### src/rtl/fetch_pc_ctrl.sv
// Fetch-stage PC generator: D-stage predicted-taken redirects, E-stage mispredict
// recovery (held pending behind stallF), F->D flush and saturating perf counters.
module fetch_pc_ctrl #(
  parameter logic [31:0] RESET_PC = 32'hBFC0_0000,
  parameter int          CNT_W    = 16
) (
  input  logic             clk,
  input  logic             rst,
  input  logic             stallF,
  input  logic             stallD,
  input  logic             stallE,
  input  logic             flushE,
  input  logic             branchD,
  input  logic             pred_takeD,
  input  logic [31:0]      pcD,
  input  logic [31:0]      branch_targetD,
  input  logic             actual_takeE,
  input  logic             preErrorE,
  output logic [31:0]      pcF,
  output logic             flush_D,
  output logic             redirect_busy,
  output logic [CNT_W-1:0] branch_cnt,
  output logic [CNT_W-1:0] mispred_cnt
);

  typedef enum logic {RUN, PEND} state_t;

  localparam logic [CNT_W-1:0] CNT_ONE = {{(CNT_W-1){1'b0}}, 1'b1};
  localparam logic [CNT_W-1:0] CNT_MAX = {CNT_W{1'b1}};

  state_t      state;
  logic [31:0] pendPc;
  logic        branchE;
  logic [31:0] targetE;
  logic [31:0] fallE;

  logic        mispredE;
  logic [31:0] recoveryPc;
  logic [31:0] nextPc;

  always_comb begin
    mispredE   = branchE & preErrorE;
    recoveryPc = actual_takeE ? targetE : fallE;
    if (mispredE)
      nextPc = recoveryPc;
    else if (branchD & pred_takeD & ~stallD)
      nextPc = branch_targetD;
    else
      nextPc = pcF + 32'd4;
  end

  // Only the F instruction is wrong-path; the D instruction is the delay slot.
  assign flush_D       = ~rst & (mispredE | (state == PEND));
  assign redirect_busy = ~rst & (state == PEND);

  always_ff @(posedge clk) begin
    if (rst) begin
      state       <= RUN;
      pcF         <= RESET_PC;
      pendPc      <= 32'd0;
      branchE     <= 1'b0;
      targetE     <= 32'd0;
      fallE       <= 32'd0;
      branch_cnt  <= '0;
      mispred_cnt <= '0;
    end else begin
      case (state)
        RUN: begin
          if (!stallF) begin
            pcF <= nextPc;
          end else if (mispredE) begin
            pendPc <= recoveryPc;
            state  <= PEND;
          end
        end
        PEND: begin
          // A fresh mispredict supersedes the saved redirect.
          if (!stallF) begin
            pcF   <= mispredE ? recoveryPc : pendPc;
            state <= RUN;
          end else if (mispredE) begin
            pendPc <= recoveryPc;
          end
        end
        default: state <= RUN;
      endcase

      if (flushE) begin
        branchE <= 1'b0;
      end else if (!stallE) begin
        branchE <= branchD;
        targetE <= branch_targetD;
        fallE   <= pcD + 32'd8;
      end

      if (branchE && !stallE && branch_cnt != CNT_MAX)
        branch_cnt <= branch_cnt + CNT_ONE;
      if (mispredE && !stallE && mispred_cnt != CNT_MAX)
        mispred_cnt <= mispred_cnt + CNT_ONE;
    end
  end

endmodule

### config.mk
export PLATFORM = sky130hd
export DESIGN_NAME = fetch_pc_ctrl
export DESIGN_NICKNAME = d
export VERILOG_FILES = /design/src/rtl/fetch_pc_ctrl.sv
export SDC_FILE = /design/constraint.sdc
export NUM_CORES = 1
export LEC_CHECK = 0
export CORE_MARGIN = 2
export CORE_UTILIZATION = 30
export DETAILED_ROUTE_END_ITERATION = 8
export DONT_BUFFER_PORTS = 1
export PLACE_DENSITY_LB_ADDON = 0.05
export SLEW_MARGIN = 20
export SYNTH_ARGS = -nofsm -noshare
export SYNTH_HDL_FRONTEND = slang
export SYNTH_SLANG_ARGS = --single-unit
export TNS_END_PERCENT = 1
### constraint.sdc
create_clock -name clk -period 5.9 [get_ports clk]
set_clock_uncertainty 0.1 [all_clocks]
set_input_delay 1.18 -clock clk [delete_from_list [all_inputs] [get_ports clk]]
set_output_delay 1.18 -clock clk [all_outputs]
set_load 0.005 [all_outputs]
==> impl_results.md, run 1 <==
- Final HPWL DP: 17900 um
- Antenna viol nets, final: 0
- Tmin final: 2770 ps
- Outcome: finished, final reports clean
- Rel. slew slack: 38.1%
- Area of placed instances: 0.00835 mm2
- WP depth: 2
- Hold-fix buffers, CTS: 0
- CTS Buf Count: 17
- Worst R2R Setup Slack: 3410 ps
- Top fanout value on the critical path: 7
- Cell area after synthesis: 0.00811 mm2
- Post-synth top flop: dfxtp_1
- CP Launch Type: input port
- Clk pin slew, worst setup/hold paths: 70 ps
- Area growth, synth to finish: 10.5%
- Critical path arrival: 1490 ps
- Share of layout cells above drive strength 1: 5.50%
- Worst path top cell family by delay: compound AO/OA/AOI/OAI gates
- Die Area: 0.0284 mm2
- Largest net degree at the start of global routing: 140
- DRT Pass-1 Iters: 5
- Leading area contributor after synthesis: dfxtp_1
- Worst Path Buf+Inv: 0
- H-tree level count: 4
- CTS tree: done
- Final worst setup slack: 3130 ps
- Unrepaired setup endpoints after global routing: no
- Maximum vdd drop: 0.194 mV
- Highest Clock Rate: 0.362 GHz
- Total track usage: 19.0%
- Final nets: 1029
- Syn_nets: 1069
- FFs w/ async S/R, synth: 0%
- Vias post-DR: 7038
- Syn avg cell area: 8.19 um2
- Gpl congestion: 0.744
- Placed Cells: 1273
- Antenna violations before repair: 0
- CTS Buffer Depth: 2
- CTS resizes: 0
- Reg2Reg Depth: 6
- Design Power: 2.51 mW
- Drt drc: 0
- Yosys reg bits: 162
- Fin. max-slew vios: 0
- Seq/Total Area, Yosys: 40.0%
- DRT iter0 DRCs: 561
- Clk sinks: 162
- Wire per inst: 20.5 um
- First-pass GRT wire length: 41900 um
- Delay of the slowest cell on the worst path: 210 ps
- # IOs: 140
- Count of cell types in the netlist: 64
- Setup Crit Path Kind: in -> out
- Core Rows: 60
- Crit path cell chain: a21oi_1 -> nor2_1
- PortBufs: 0
- WL final: 26800 um
- Setup violators final: 0
- Synth warn: 0
- Starting Density: 30.4%
- Cell count after synthesis: 991
- Fin area: 0.00896 mm2
- DIE WIDTH: 168 um
- Ant diodes: 0
- Vias per inst: 5.39
- Leakage: 3.02 nW
- Final Hold Fails: 0
- Post-Place Worst Slack: 2880 ps
- Type of the worst min-delay path: reg -> reg
- Worst Tran Pin Value: 927 ps
- CP max-delay cell: a21oi_1
- Max Cap Viol: 0
- Final std cells w/o fill: 1305
- Vias in the first global route: 6770
- Hold Path Stages: 2
- Core area: 0.0267 mm2
- Grt total ovfl: 0
- Setup TNS: 0 ps
- Postcts setup bufs: 0
- Clk Latency, worst-skew pair: 430 ps
- Tcrit/Tclk final: 46.9%
- Top cells by area, synth: dfxtp_1, nor2_1, mux2i_1, a21oi_1, nand2_1
- Worst setup EP type: output pin
- Height of the chip: 168 um
- Share of Yosys cell area claimed by the top area cell type: 40.0%
- Worst path required time: 4620 ps
- CTS Root Cell: clkbuf_16
- EDFF count, synth: 0
- Cell Pwr Density: 280 mW/mm2
## path summary, 6_finish.rpt
path / startpoint / endpoint
worst max register to register: pcF[3] / pcF[30]
worst min register to register: targetE[18] / targetE[18]
worst min-delay path: targetE[18] / targetE[18]
worst max-delay path: preErrorE / flush_D
## cells by family after synthesis
kind of cell | count (synthesis) | synth area share [%]
mux | 40 | 4.94
flops | 162 | 40.0
buf+inv | 84 | 4.09
simple gates | 400 | 24.1
xor+xnor | 56 | 6.05
fa+ha+maj | 4 | 0.617
compound gates | 245 | 20.3
## power breakdown
part	total (mW)	switching (mW)	leakage, nW	internal, mW
clock network	1.18	0.534	0.301	0.647
registers	1.18	0.0445	1.32	1.13
logic	0.152	0.0841	1.40	0.0675
total	2.51	0.663	3.02	1.85
## registers in the layout, indices dropped and copies added (netlist names)
| name | count |
|---|---|
| branchE | 1 |
| branch_cnt | 16 |
| fallE | 32 |
| mispred_cnt | 16 |
| pcF | 32 |
| pendPc | 32 |
| state | 1 |
| targetE | 32 |
## cell usage after synthesis, drive strengths merged, types with 26 or more instances
library cell,count
a211oi,30
a21oi,77
a22oi,29
clkbuf,54
dfxtp,162
mux2i,40
nand2,100
nand3,34
nand4,26
nor2,126
nor3,36
o21ai,36
xnor2,39
## metrics by stage
step | utilization, % | hold WS [ps]
after floorplan | - | 336
after global placement | 31.2 | 337
after detailed placement | 31.2 | 341
after CTS | 33.5 | 351
after global routing | 33.5 | 372
final | 33.5 | 356
## layout by cell type (no fill, tap or decap), types with 3 or more instances in the layout
master     count
a211o_1        3
a211oi_1      30
a21o_1        10
a21oi_1       77
a221o_1       16
a221oi_1      13
a22oi_1       29
a311oi_1       3
a31oi_1        4
and2_1         4
and3_1        10
and4_1        12
buf_4          7
clkbuf_16     17
dfxtp_1      162
ha_1           4
inv_1         18
inv_6          6
inv_8          3
mux2i_1       40
nand2_1      100
nand3_1       34
nand3b_1       3
nand4_1       25
nor2_1       125
nor2b_1       12
nor3_1        34
nor4_1        15
o211ai_1       6
o21ai_0       34
or2_2          3
or3_1          5
xnor2_1       39
xor2_1        17
## per-layer routing
layer | part of all wire (%) | track usage, % | vias to the layer above
met5 | 0 | 0 | -
met1 | 53 | 29.7 | 3340
li1 | - | - | 3528
met2 | 40 | 26.0 | 153
met4 | 0.97 | 4.84 | 0
met3 | 5.4 | 4.02 | 17
## area by class of cell
type / count / area [um2]
Clock inverter: 15 / 191
Sequential cell: 162 / 3240
Clock buffer: 17 / 425
Timing Repair Buffer: 7 / 52.6
Tap cell: 341 / 427
Multi-Input combinational cell: 745 / 4560
Fill cell: 2859 / 17800
Inverter: 18 / 67.6
## tightest hold or removal path: cells and delay by family, from the launching register on
| kind | cells | cell delay [ps] |
|---|---|---|
| flops | 1 | 310 |
| simple gates | 1 | 50 |
| compound gates | 1 | 50 |
No activity file was read; power rests on OpenSTA's default activity.
==> inputs of run 2 (changes only) <==
==> constraint.sdc (replaced) <==
create_clock -name clk -period 2.8 [get_ports clk]
set_clock_uncertainty 0.1 [all_clocks]
set_input_delay 0.56 -clock clk [delete_from_list [all_inputs] [get_ports clk]]
set_output_delay 0.56 -clock clk [all_outputs]
set_load 0.005 [all_outputs]
==> impl_results.md, run 2 (same netlist as run 1, synthesis figures left out) <==
- Outcome: finished, final reports clean
- Die Area: 0.0284 mm2 (unchanged)
- Worst path top cell family by delay: compound AO/OA/AOI/OAI gates
- Reg-to-Reg Start: branchE
- Internal: 4.10 mW (+120%)
- Max Cap Viol: 0 (unchanged)
- Vias post-DR: 7143 (+1.5%)
- Highest Clock Rate: 0.431 GHz
- Rel. slew slack: 37.1% (-0.94 points)
- Clk sinks: 162 (unchanged)
- PortBufs: 0 (unchanged)
- Critical path arrival: 2550 ps (+1060 ps)
- Vias in the first global route: 6907 (+2.0%)
- Height of the chip: 168 um (unchanged)
- Antenna viol nets, final: 0 (unchanged)
- Final Hold Fails: 0 (unchanged)
- Setup violators final: 0 (unchanged)
- Fin. max-slew vios: 0 (unchanged)
- Core area: 0.0267 mm2 (unchanged)
- Area growth, synth to finish: 12.8%
- Postcts setup bufs: 0 (unchanged)
- DIE WIDTH: 168 um (unchanged)
- Tmin final: 2320 ps
- DRT Pass-1 Iters: 5 (unchanged)
- Sequential share of power: 45.4% (-1.5 points)
- Logic pwr share: 6.5% (+0.5 points)
- Clock share of power: 48.1% (+1.0 points)
- Worst path required time: 3030 ps (-1590 ps)
- Sw Ratio: 24.5% (-1.9 points)
- Hold-fix buffers, CTS: 0 (unchanged)
- Setup TNS: 0 ps (unchanged)
- Final HPWL DP: 18300 um (+2.3%)
- Worst Path Buf+Inv: 1 (+1)
- Clk Latency, worst-skew pair: 430 ps (about the same)
- Top fanout value on the critical path: 32 (+25)
- CTS resizes: 0 (unchanged)
- Leakage: 3.11 nW (+3.0%)
- Fin Hold WS: 97.8 ps (-258 ps)
- CTS Buf Count: 17 (unchanged)
- Most common cell after layout, fill and taps aside: dfxtp_1
- Worst R2R Setup Slack: 480 ps (-2930 ps)
- Final nets: 1041 (+1.2%)
- Placed Cells: 1285 (+0.94%)
- Antenna violations before repair: 0 (unchanged)
- Wire per inst: 20.5 um (-0.30%)
- NetSw: 1.33 mW (+100%)
- WL final: 27000 um (+0.62%)
- Tcrit/Tclk final: 82.8%
- Vias per inst: 5.42 (+0.57%)
- DRT iter0 DRCs: 425 (-24%)
- RR Endpoint: pcF[27]
- # IOs: 140 (unchanged)
- Largest net degree at the start of global routing: 140 (unchanged)
- Total track usage: 19.3% (+0.23 points)
- Grt total ovfl: 0 (unchanged)
- Most frequent cells in the layout: dfxtp_1, nor2_1, nand2_1
- CTS Root Cell: clkbuf_16
- CTS Buffer Depth: 2 (unchanged)
- Reg2Reg Depth: 6 (unchanged)
- Type of the worst min-delay path: in -> reg
- Worst Tran Pin Value: 933 ps (+6.11 ps)
- Setup Crit Path Kind: reg -> reg
- Core Rows: 60 (unchanged)
- Gpl congestion: 0.766 (+2.9%)
- Clk pin slew, worst setup/hold paths: 80 ps (about the same)
- Cell Pwr Density: 594 mW/mm2 (+110%)
- CP Launch Type: flip-flop
- Min-delay src: rst
- Hold Path Stages: 1 (-1)
- Delay of the slowest cell on the worst path: 550 ps (+340 ps)
- Starting Density: 30.4% (unchanged)
- Worst setup EP type: flip-flop
- Design Power: 5.44 mW (+120%)
- Drt drc: 0 (unchanged)
- H-tree level count: 4 (unchanged)
- First-pass GRT wire length: 42300 um (+0.95%)
- Fin util: 34.2% (+0.70 points)
- Crit path cell chain: and2_1 -> nor3_4 -> buf_12 -> a221oi_1 -> a21oi_1 -> a211o_1
- Ant diodes: 0 (unchanged)
- Unrepaired setup endpoints after global routing: no
- Hold endpoint: pcF[21]
- CTS tree: done
- Final std cells w/o fill: 1317 (+0.92%)
- CP max-delay cell: a221oi_1
- Maximum vdd drop: 0.390 mV (+100%)
- Share of layout cells above drive strength 1: 6.66% (+1.2 points)
-- run 2: cell count changes in the layout (fill, tap and decap cells not counted), sizes merged --
cell | previous run | this run
clkinv | 3 | 4
buf | 7 | 19
inv | 27 | 21
clkinvlp | 1 | 2
clkbuf | 17 | 19
bufinv | 2 | 4
-- run 2: power groups by stage --
| stage | logic [mW] | clock network (mW) | registers (mW) |
|---|---|---|---|
| 2_1_floorplan | 0.308 | 0 | 2.49 |
| 3_3_place_gp | 0.354 | 0 | 2.52 |
| 3_5_place_dp | 0.353 | 0 | 2.52 |
| 4_1_cts | 0.356 | 2.68 | 2.47 |
| 5_1_grt | 0.399 | 2.79 | 2.48 |
| 6_report | 0.353 | 2.62 | 2.47 |
-- run 2: stage by stage --
stage               worst slack [ps]  area [um2]
finish                           482        9150
global route                     281        9150
CTS                              473        9150
detailed placement               489        8500
global placement                 486        8500
floorplan                        667        8110
-- run 2: worst register-to-register path: cells and delay by family, from the launching register on --
| family | cells | cell delay (ps) |
|---|---|---|
| AOI/OAI and AO/OA | 3 | 1000 |
| buffers and inverters | 1 | 170 |
| and+or+nand+nor | 2 | 410 |
| DFF | 1 | 540 |
-- run 2: worst max path at each step --
| stage | from | endpoint | depth (start not counted) |
|---|---|---|---|
| finish | branchE | pcF[27] | 6 |
| global route | pcF[3] | pcF[30] | 6 |
| CTS | branch_cnt[0] | branch_cnt[6] | 6 |
| detailed placement | branch_cnt[0] | branch_cnt[12] | 6 |
| global placement | branchE | pcF[27] | 6 |
| floorplan | actual_takeE | pcF[24] | 7 |
-- run 2: per-layer routing --
layer / vias to the layer above / wire length (um) / track usage [%]
met4: 0 / 335 / 4.65
met2: 165 / 10900 / 26.4
met3: 19 / 1500 / 4.77
met5: - / 0 / 0
li1: 3555 / - / -
met1: 3404 / 14300 / 29.7
-- run 2: layout make-up --
class,count,area (um2)
clock buffer,19,453
clock inverter,13,199
fill,2820,17600
inverter,18,67.6
multi-input combinational,745,4560
sequential,162,3240
tap,341,427
timing repair buffer,19,205
==> inputs of run 3 (changes only) <==
==> constraint.sdc (replaced) <==
create_clock -name clk -period 1.85 [get_ports clk]
set_clock_uncertainty 0.1 [all_clocks]
set_input_delay 0.37 -clock clk [delete_from_list [all_inputs] [get_ports clk]]
set_output_delay 0.37 -clock clk [all_outputs]
set_load 0.005 [all_outputs]
==> impl_results.md, run 3 (same netlist as run 1, synthesis figures left out) <==
- Worst setup EP type: flip-flop
- Final worst setup slack: 14.3 ps (-467 ps)
- Reg-to-Reg Start: mispred_cnt[4]
- Crit path cell chain: buf_4 -> and4_1 -> nand3_1 -> nor4_1 -> xnor2_1 -> nor2_1
- CTS tree: done
- Top fanout value on the critical path: 7 (-78%)
- Wire per inst: 18.5 um (-9.5%)
- Unrepaired setup endpoints after global routing: yes
- Antenna violations before repair: 0 (unchanged)
- Gpl congestion: 0.830 (+8.3%)
- DRT iter0 DRCs: 587 (+38%)
- WL final: 27200 um (+0.99%)
- Area of placed instances: 0.00927 mm2 (+9.1%)
- DRT Pass-1 Iters: 5 (unchanged)
- Drt drc: 0 (unchanged)
- # IOs: 140 (unchanged)
- Core area: 0.0267 mm2 (unchanged)
- Final HPWL DP: 18800 um (+2.2%)
- Top routing layer in use: met4
- Largest net degree at the start of global routing: 140 (unchanged)
- Routed wl met3: 1820 um (+22%)
- Cell Pwr Density: 768 mW/mm2 (+29%)
- Grt total ovfl: 0 (unchanged)
- Setup Crit Path Kind: reg -> reg
- Clk sinks: 162 (unchanged)
- Max Cap Viol: 0 (unchanged)
- Setup violators final: 0 (unchanged)
- Delay of the slowest cell on the worst path: 450 ps (-100 ps)
- Fin area: 0.0106 mm2 (+15%)
- DRT met1 WL: 13200 um (-7.3%)
- Critical path arrival: 2050 ps (-500 ps)
- Min-delay src: rst
- Rel. slew slack: 43.1% (+6.0 points)
- Tcrit/Tclk final: 99.2% (+16 points)
- Worst path top cell family by delay: simple AND/OR/NAND/NOR gates
- Die Area: 0.0284 mm2 (unchanged)
- Worst path required time: 2060 ps (-970 ps)
- Vias post-DR: 7671 (+7.4%)
- Final std cells w/o fill: 1469 (+12%)
- Clk Latency, worst-skew pair: 430 ps (about the same)
- CP Launch Type: flip-flop
- Most frequent cells in the layout: dfxtp_1, nor2_1, buf_4
- First-pass GRT wire length: 43400 um (+2.7%)
- Highest Clock Rate: 0.545 GHz (+26%)
- Final Hold Fails: 10 (+10)
- Height of the chip: 168 um (unchanged)
- Area growth, synth to finish: 30.3%
- Final nets: 1192 (+15%)
- # fillers: 2772 (-1.7%)
- CTS Buf Count: 17 (unchanged)
- Total track usage: 19.4% (+0.10 points)
- Leakage: 3.95 nW (+27%)
- Maximum vdd drop: 0.457 mV (+17%)
- DIE WIDTH: 168 um (unchanged)
- Met2 wire length: 12000 um (+10%)
- Vias per inst: 5.22 (-3.7%)
- Failing checks: negative hold slack
- Type of the worst min-delay path: in -> reg
- Most common cell after layout, fill and taps aside: dfxtp_1
- Reg2Reg Depth: 6 (unchanged)
- Post-Place Worst Slack: -207 ps (-695 ps)
- PortBufs: 0 (unchanged)
- Core Rows: 60 (unchanged)
- Antenna viol nets, final: 0 (unchanged)
- Share of layout cells above drive strength 1: 16.9% (+10 points)
- Fin Hold WS: -51.1 ps (-149 ps)
- Placed Cells: 1382 (+7.5%)
- H-tree level count: 4 (unchanged)
- CP max-delay cell: nor4_1
- Hold Path Stages: 1 (unchanged)
- Outcome: finished with violations
- Vias in the first global route: 7433 (+7.6%)
- Tmin final: 1840 ps (-483 ps)
- Critical path launch point: mispred_cnt[4]
- CTS Buffer Depth: 2 (unchanged)
- Starting Density: 30.4% (unchanged)
- Fin. max-slew vios: 0 (unchanged)
- Clk pin slew, worst setup/hold paths: 70 ps (about the same)
- Worst Tran Pin Value: 851 ps (-82.1 ps)
- Hold-fix buffers, CTS: 51 (+51)
- WP depth: 6 (unchanged)
- CTS Root Cell: clkbuf_16
- Worst Path Buf+Inv: 1 (unchanged)
## run 3: final timing paths
check	slack [ps]	endpoint
worst max-delay path	10	mispred_cnt[14]
worst min-delay path	-50	pcF[30]
worst max register to register	10	mispred_cnt[14]
worst min register to register	400	pendPc[13]
## run 3: final cells by class
| cell class | count | area, um2 | area share [%] |
|---|---|---|---|
| repair buffers | 170 | 1510 | 14.3 |
| clock buffers | 18 | 439 | 4.16 |
| clock inverters | 14 | 168 | 1.59 |
| inverters | 18 | 67.6 | 0.639 |
| diodes | 1 | 2.50 | 0.0237 |
| flip-flops and latches | 162 | 3250 | 30.7 |
| multi-input cells | 745 | 4710 | 44.5 |
| well taps | 341 | 427 | 4.04 |
## run 3: power breakdown
part | internal [mW] | switching (mW) | total [mW]
clock | 2.08 | 1.63 | 3.70
combinational | 0.371 | 0.360 | 0.731
sequential | 3.61 | 0.0763 | 3.69
## run 3: metrics by stage
step	util [%]	total power [mW]	setup TNS (ps)
final	39.5	8.12	0
after global routing	39.5	8.46	-1110
after CTS	39.0	8.23	-75.5
after detailed placement	34.7	4.40	-1690
after global placement	34.7	4.39	-1290
after floorplan	-	4.24	-433
## run 3: routing by layer
layer,vias up,GRT usage (%)
li1,3851,-
met1,3617,27.8
met2,191,29.0
met3,12,5.45
met4,0,3.75
met5,-,0
## run 3: timing repair
item                       in CTS  in global routing
gates resized for setup         7                 28
hold endpoints to repair      138                 71
setup endpoints to repair      17                 51
pin swaps                       4                  7
setup buffers                   2                  1
## run 3: worst reg2reg max path, cell delays in order, from the launching register on
cell     delay (ps)
dfxtp_1         340
buf_4           150
and4_1          210
nand3_1         250
nor4_1          450
xnor2_1         170
nor2_1           50
